File: config.mk
export PLATFORM = sky130hd
export DESIGN_NAME = unidad_logica_secuencial
export DESIGN_NICKNAME = d
export VERILOG_FILES = /design/src/rtl/unidad_logica_secuencial.sv
export SDC_FILE = /design/constraint.sdc
export NUM_CORES = 1
export LEC_CHECK = 0
export BUFFER_PORTS_ARGS = -buffer_cell sky130_fd_sc_hd__buf_4
export CORE_MARGIN = 5
export CORE_UTILIZATION = 40
export DETAILED_ROUTE_END_ITERATION = 7
export SETUP_SLACK_MARGIN = 0.3
export SLEW_MARGIN = 15
export SYNTH_ARGS = -nofsm -noshare
export SYNTH_HDL_FRONTEND = slang
export SYNTH_SLANG_ARGS = --single-unit
export TNS_END_PERCENT = 100
File: constraint.sdc
create_clock -name clk -period 2.6 [get_ports clk]
set_clock_uncertainty 0.15 [all_clocks]
set_input_delay 0.39 -clock clk [delete_from_list [all_inputs] [get_ports clk]]
set_output_delay 0.39 -clock clk [all_outputs]
set_load 0.01 [all_outputs]
File: src/rtl/unidad_logica_secuencial.sv
// Logic unit: single-cycle AND/OR/XOR/NOT, bit-serial shifts/rotates,
// with a valid/ready handshake on both sides and a registered result plus flags.
module unidad_logica_secuencial #(
  parameter int N = 8,
  parameter int W = $clog2(N)
) (
  input  logic         clk,
  input  logic         rst,
  input  logic         inicio,
  output logic         listo_entrada,
  input  logic [N-1:0] operador1,
  input  logic [N-1:0] operador2,
  input  logic [3:0]   ALUControl,
  output logic [N-1:0] resultado,
  output logic         valido_salida,
  input  logic         acepta_salida,
  output logic         cero,
  output logic         negativo,
  output logic         acarreo,
  output logic         invalido
);

  typedef enum logic [1:0] {INACTIVO, CORRIENDO, LISTO} estado_t;

  estado_t        r_estado, w_estado_sig;
  logic [N-1:0]   r_trabajo;
  logic [W-1:0]   r_cont;
  logic [3:0]     r_op;
  logic [N-1:0]   r_resultado;
  logic           r_cero, r_negativo, r_acarreo, r_invalido;

  logic           w_listo, w_acepta, w_es_desp, w_largo, w_inm_inv, w_sale;
  logic [W-1:0]   w_k;
  logic [N-1:0]   w_inm_res, w_paso;

  assign w_listo   = (r_estado == INACTIVO) || ((r_estado == LISTO) && acepta_salida);
  assign w_acepta  = inicio && w_listo;
  assign w_k       = operador2[W-1:0];
  assign w_es_desp = (ALUControl >= 4'd4) && (ALUControl <= 4'd8);
  assign w_largo   = w_es_desp && (w_k != '0);

  // Result available on the accept edge: logic ops, invalid opcodes, zero-length shifts.
  always_comb begin
    w_inm_res = '0;
    w_inm_inv = 1'b0;
    case (ALUControl)
      4'd0:                         w_inm_res = operador1 & operador2;
      4'd1:                         w_inm_res = operador1 | operador2;
      4'd2:                         w_inm_res = operador1 ^ operador2;
      4'd3:                         w_inm_res = ~operador1;
      4'd4, 4'd5, 4'd6, 4'd7, 4'd8: w_inm_res = operador1;
      default:                      w_inm_inv = 1'b1;
    endcase
  end

  always_comb begin
    w_paso = r_trabajo;
    w_sale = 1'b0;
    case (r_op)
      4'd4: begin w_paso = {r_trabajo[N-2:0], 1'b0};          w_sale = r_trabajo[N-1]; end
      4'd5: begin w_paso = {1'b0, r_trabajo[N-1:1]};          w_sale = r_trabajo[0];   end
      4'd6: begin w_paso = {r_trabajo[N-1], r_trabajo[N-1:1]}; w_sale = r_trabajo[0];  end
      4'd7: begin w_paso = {r_trabajo[N-2:0], r_trabajo[N-1]}; w_sale = r_trabajo[N-1]; end
      4'd8: begin w_paso = {r_trabajo[0], r_trabajo[N-1:1]};   w_sale = r_trabajo[0];  end
      default: ;
    endcase
  end

  always_comb begin
    w_estado_sig = r_estado;
    case (r_estado)
      INACTIVO:  if (w_acepta) w_estado_sig = w_largo ? CORRIENDO : LISTO;
      CORRIENDO: if (r_cont == W'(1)) w_estado_sig = LISTO;
      LISTO: begin
        if (w_acepta)          w_estado_sig = w_largo ? CORRIENDO : LISTO;
        else if (acepta_salida) w_estado_sig = INACTIVO;
      end
      default:   w_estado_sig = INACTIVO;
    endcase
  end

  always_ff @(posedge clk) begin
    if (rst) r_estado <= INACTIVO;
    else     r_estado <= w_estado_sig;
  end

  always_ff @(posedge clk) begin
    if (rst) begin
      r_trabajo   <= '0;
      r_cont      <= '0;
      r_op        <= '0;
      r_resultado <= '0;
      r_cero      <= 1'b0;
      r_negativo  <= 1'b0;
      r_acarreo   <= 1'b0;
      r_invalido  <= 1'b0;
    end else if (w_acepta) begin
      r_trabajo <= operador1;
      r_cont    <= w_k;
      r_op      <= ALUControl;
      if (!w_largo) begin
        r_resultado <= w_inm_res;
        r_cero      <= (w_inm_res == '0);
        r_negativo  <= w_inm_res[N-1];
        r_acarreo   <= 1'b0;
        r_invalido  <= w_inm_inv;
      end
    end else if (r_estado == CORRIENDO) begin
      r_trabajo <= w_paso;
      r_cont    <= r_cont - W'(1);
      if (r_cont == W'(1)) begin
        r_resultado <= w_paso;
        r_cero      <= (w_paso == '0);
        r_negativo  <= w_paso[N-1];
        r_acarreo   <= w_sale;
        r_invalido  <= 1'b0;
      end
    end
  end

  assign listo_entrada = w_listo;
  assign valido_salida = (r_estado == LISTO);
  assign resultado     = r_resultado;
  assign cero          = r_cero;
  assign negativo      = r_negativo;
  assign acarreo       = r_acarreo;
  assign invalido      = r_invalido;

endmodule

==> flow_metrics.env <==
export IMPL_synth_most_common_cell="inv_1"
export IMPL_arrival_ps=2200
export IMPL_power_per_cell_area_nw_per_um2=468
export IMPL_ioPinCount=38
export IMPL_synthDominantCellAreaShare_pct=23.8
export IMPL_die_w_um=86.7
export IMPL_ant_nets=0
export IMPL_fill_cells=611
export IMPL_drv_cap=0
export IMPL_status="finished clean"
export IMPL_slew_viol_final=0
export IMPL_startpoint_type="flip-flop"
export IMPL_synth_common_cells="30 x inv_1, 29 x nand2_1, 28 x dfxtp_1"
export IMPL_p_leak_uw=0.00117
export IMPL_wl_per_cell_um=15.7
export IMPL_crit_path_max_fanout=10
export IMPL_setup_viol=0
export IMPL_worstSetupEndpointType="flip-flop"
export IMPL_post_route_drc_count=0
export IMPL_synth_warnings=0
export IMPL_synthFlopType="dfxtp_1"
export IMPL_holdBufCountCts=0
export IMPL_async_reset_ff_share_pct=0
export IMPL_p_int_uw=870
export IMPL_seqPwrFrac_pct=39.4
export IMPL_min_period_ps=2140
export IMPL_cts_buffers=3
export IMPL_regArea_um2=563
export IMPL_cts_sinks=28
export IMPL_synth_ff_latch_count=28
export IMPL_root_buffer="clkbuf_8"
export IMPL_setup_tns_final_ps=0
export IMPL_syn_inst=295
export IMPL_viasPerCell=5.55
export IMPL_clk_pin_slew_ps=100
export IMPL_grt_pass1_wl_um=10600
export IMPL_vias=2235
export IMPL_synth_edf_count=0
export IMPL_vdd_drop_max_uv=219
export IMPL_syn_avg_cell_area_um2=7.97
export IMPL_dr_pass1_iters=4
export IMPL_insertion_delay_ps=290
export IMPL_rows=28
export IMPL_finalCritPeriodShare_pct=82.5
export IMPL_portBuffers=37
export IMPL_synth_area_um2=2350
export IMPL_p_sw_uw=427
export IMPL_drive_gt1_share_pct=23.8
export IMPL_crit_type="reg -> reg"
export IMPL_num_nets_final=371
export IMPL_dieArea_um2=7510
export IMPL_grt_max_degree=29
export IMPL_power_total_uw=1300
export IMPL_synth_cell_types=57
export IMPL_gp_congestion=0.865
export IMPL_fp_coreArea_um2=5820
export IMPL_required_ps=2660
export IMPL_stdcell_area_um2=2770
export IMPL_rsz0062_at_grt="false"
export IMPL_drt_wl_total_um=6330
export IMPL_clock_fmax_ghz=0.466
export IMPL_synth_nets=337
export IMPL_antenna_cells=0
export IMPL_min_path_type="in -> reg"
export IMPL_drt_initial_drc_count=171
export IMPL_p_sw_share_pct=32.9
export IMPL_h_tree_depth=1
export IMPL_hpwlAfterDp_um=4870
export IMPL_grt_overflow_total=0
export IMPL_multi_input_area_um2=1550
export IMPL_area_growth_pct=17.8
export IMPL_start_util_pct=40.4
export IMPL_slew_headroom_pct=44.7
export IMPL_seq_area_frac_synth_pct=23.8
export IMPL_synth_area_leaders="dfxtp_1 24%, ha_1 9.6%, inv_1 4.8%"
export IMPL_antenna_found_initial=0
export IMPL_post_dp_cell_area_um2=2690
export IMPL_cts_tree="done"
export IMPL_worst_pin_slew_ps=827
export IMPL_hold_viol=0
export IMPL_dieHeight_um=86.7
export IMPL_yosysTopAreaCell="dfxtp_1"
export IMPL_clkPwrFrac_pct=27.5
export IMPL_grt_use_total_pct=17.7
export IMPL_clock_path_buffers=2
export IMPL_grt_pass1_vias=2135
export IMPL_p_comb_share_pct=33.1
stage by stage:
stage                     setup WS (ps)  utilization (%)  hold slack [ps]  instances
after floorplan                     570                -              304        295
after global placement              313             46.2              295        399
after detailed placement            300             46.2              299        399
after CTS                           322             47.5              226        403
after global routing                341             47.6              258        403
final                               456             47.6              225        403
power by group through the flow:
stage / Combinational (uW) / Sequential, uW / Clock (uW)
after floorplan: 294 / 508 / 0
after global placement: 424 / 520 / 0
after detailed placement: 426 / 521 / 0
after CTS: 429 / 511 / 359
after global routing: 480 / 518 / 381
final: 429 / 511 / 357
cells by family (layout without fill, tap and decap cells):
kind of cell | Yosys count | count (layout) | synth area share, %
adders and majority gates | 18 | 18 | 9.58
muxes | 11 | 11 | 6.23
and+or+nand+nor | 95 | 95 | 21.8
buffers and inverters | 51 | 84 | 10.4
DFF | 28 | 28 | 23.8
AOI/OAI and AO/OA | 91 | 91 | 27.0
xor gates and xnor gates | 1 | 1 | 1.17
final timing paths:
path | depth (start not counted) | slack, ps | to | from
worst max-delay path | 7 | 460 | cero$_SDFFE_PP0P_ | r_op[3]$_SDFFE_PP0N_
worst min-delay path | 4 | 230 | r_estado[1]$_SDFFE_PP0P_ | acepta_salida
worst max register to register | 7 | 460 | cero$_SDFFE_PP0P_ | r_op[3]$_SDFFE_PP0N_
worst min register to register | 2 | 310 | resultado[6]$_SDFFE_PP0P_ | resultado[6]$_SDFFE_PP0P_
placed cells by master (no fill, tap or decap), drive strengths merged, types with 9 or more instances in the layout:
| master | netlist | routed |
|---|---|---|
| inv | 30 | 30 |
| a21oi | 22 | 22 |
| buf | 14 | 50 |
| a22oi | 14 | 14 |
| nor2 | 22 | 22 |
| o21ai | 14 | 14 |
| ha | 18 | 18 |
| dfxtp | 28 | 28 |
| nor2b | 9 | 9 |
| nand2 | 29 | 29 |
flip-flops by register name, indices dropped and copies added, names as in the netlist:
| register | count |
|---|---|
| resultado | 8 |
| r_op | 4 |
| invalido | 1 |
| cero | 1 |
| r_cont | 3 |
| r_trabajo | 8 |
| acarreo | 1 |
| r_estado | 2 |
worst max-delay path, stage by stage, from the launching register on:
cell      delay (ps)
dfxtp_1          520
nand2b_1         320
o21bai_1         190
buf_4            180
o21ai_0           60
nor4b_1          280
nand4_1          130
a311oi_1         250
cell type report:
class	instances	area share, %
Clock buffer	3	1.49
Sequential cell	28	20.3
Tap cell	75	3.39
Timing Repair Buffer	50	13.6
Inverter	30	4.07
Clock inverter	1	1.08
Multi-Input combinational cell	216	56.1
layer usage:
| metal | vias up | global-route usage (%) | wire length, um |
|---|---|---|---|
| met5 | - | 0 | 0 |
| met1 | 1043 | 24.3 | 2900 |
| met2 | 68 | 29.8 | 3010 |
| met3 | 5 | 1.90 | 353 |
| li1 | 1119 | - | - |
| met4 | 0 | 3.82 | 61 |
repair_timing:
| action | in CTS | in global routing |
|---|---|---|
| endpoints found under the setup margin | 0 | 5 |
| setup buffers | 0 | 0 |
| resized for setup | 0 | 3 |
Note: power is estimated with default switching activity, not from simulation.
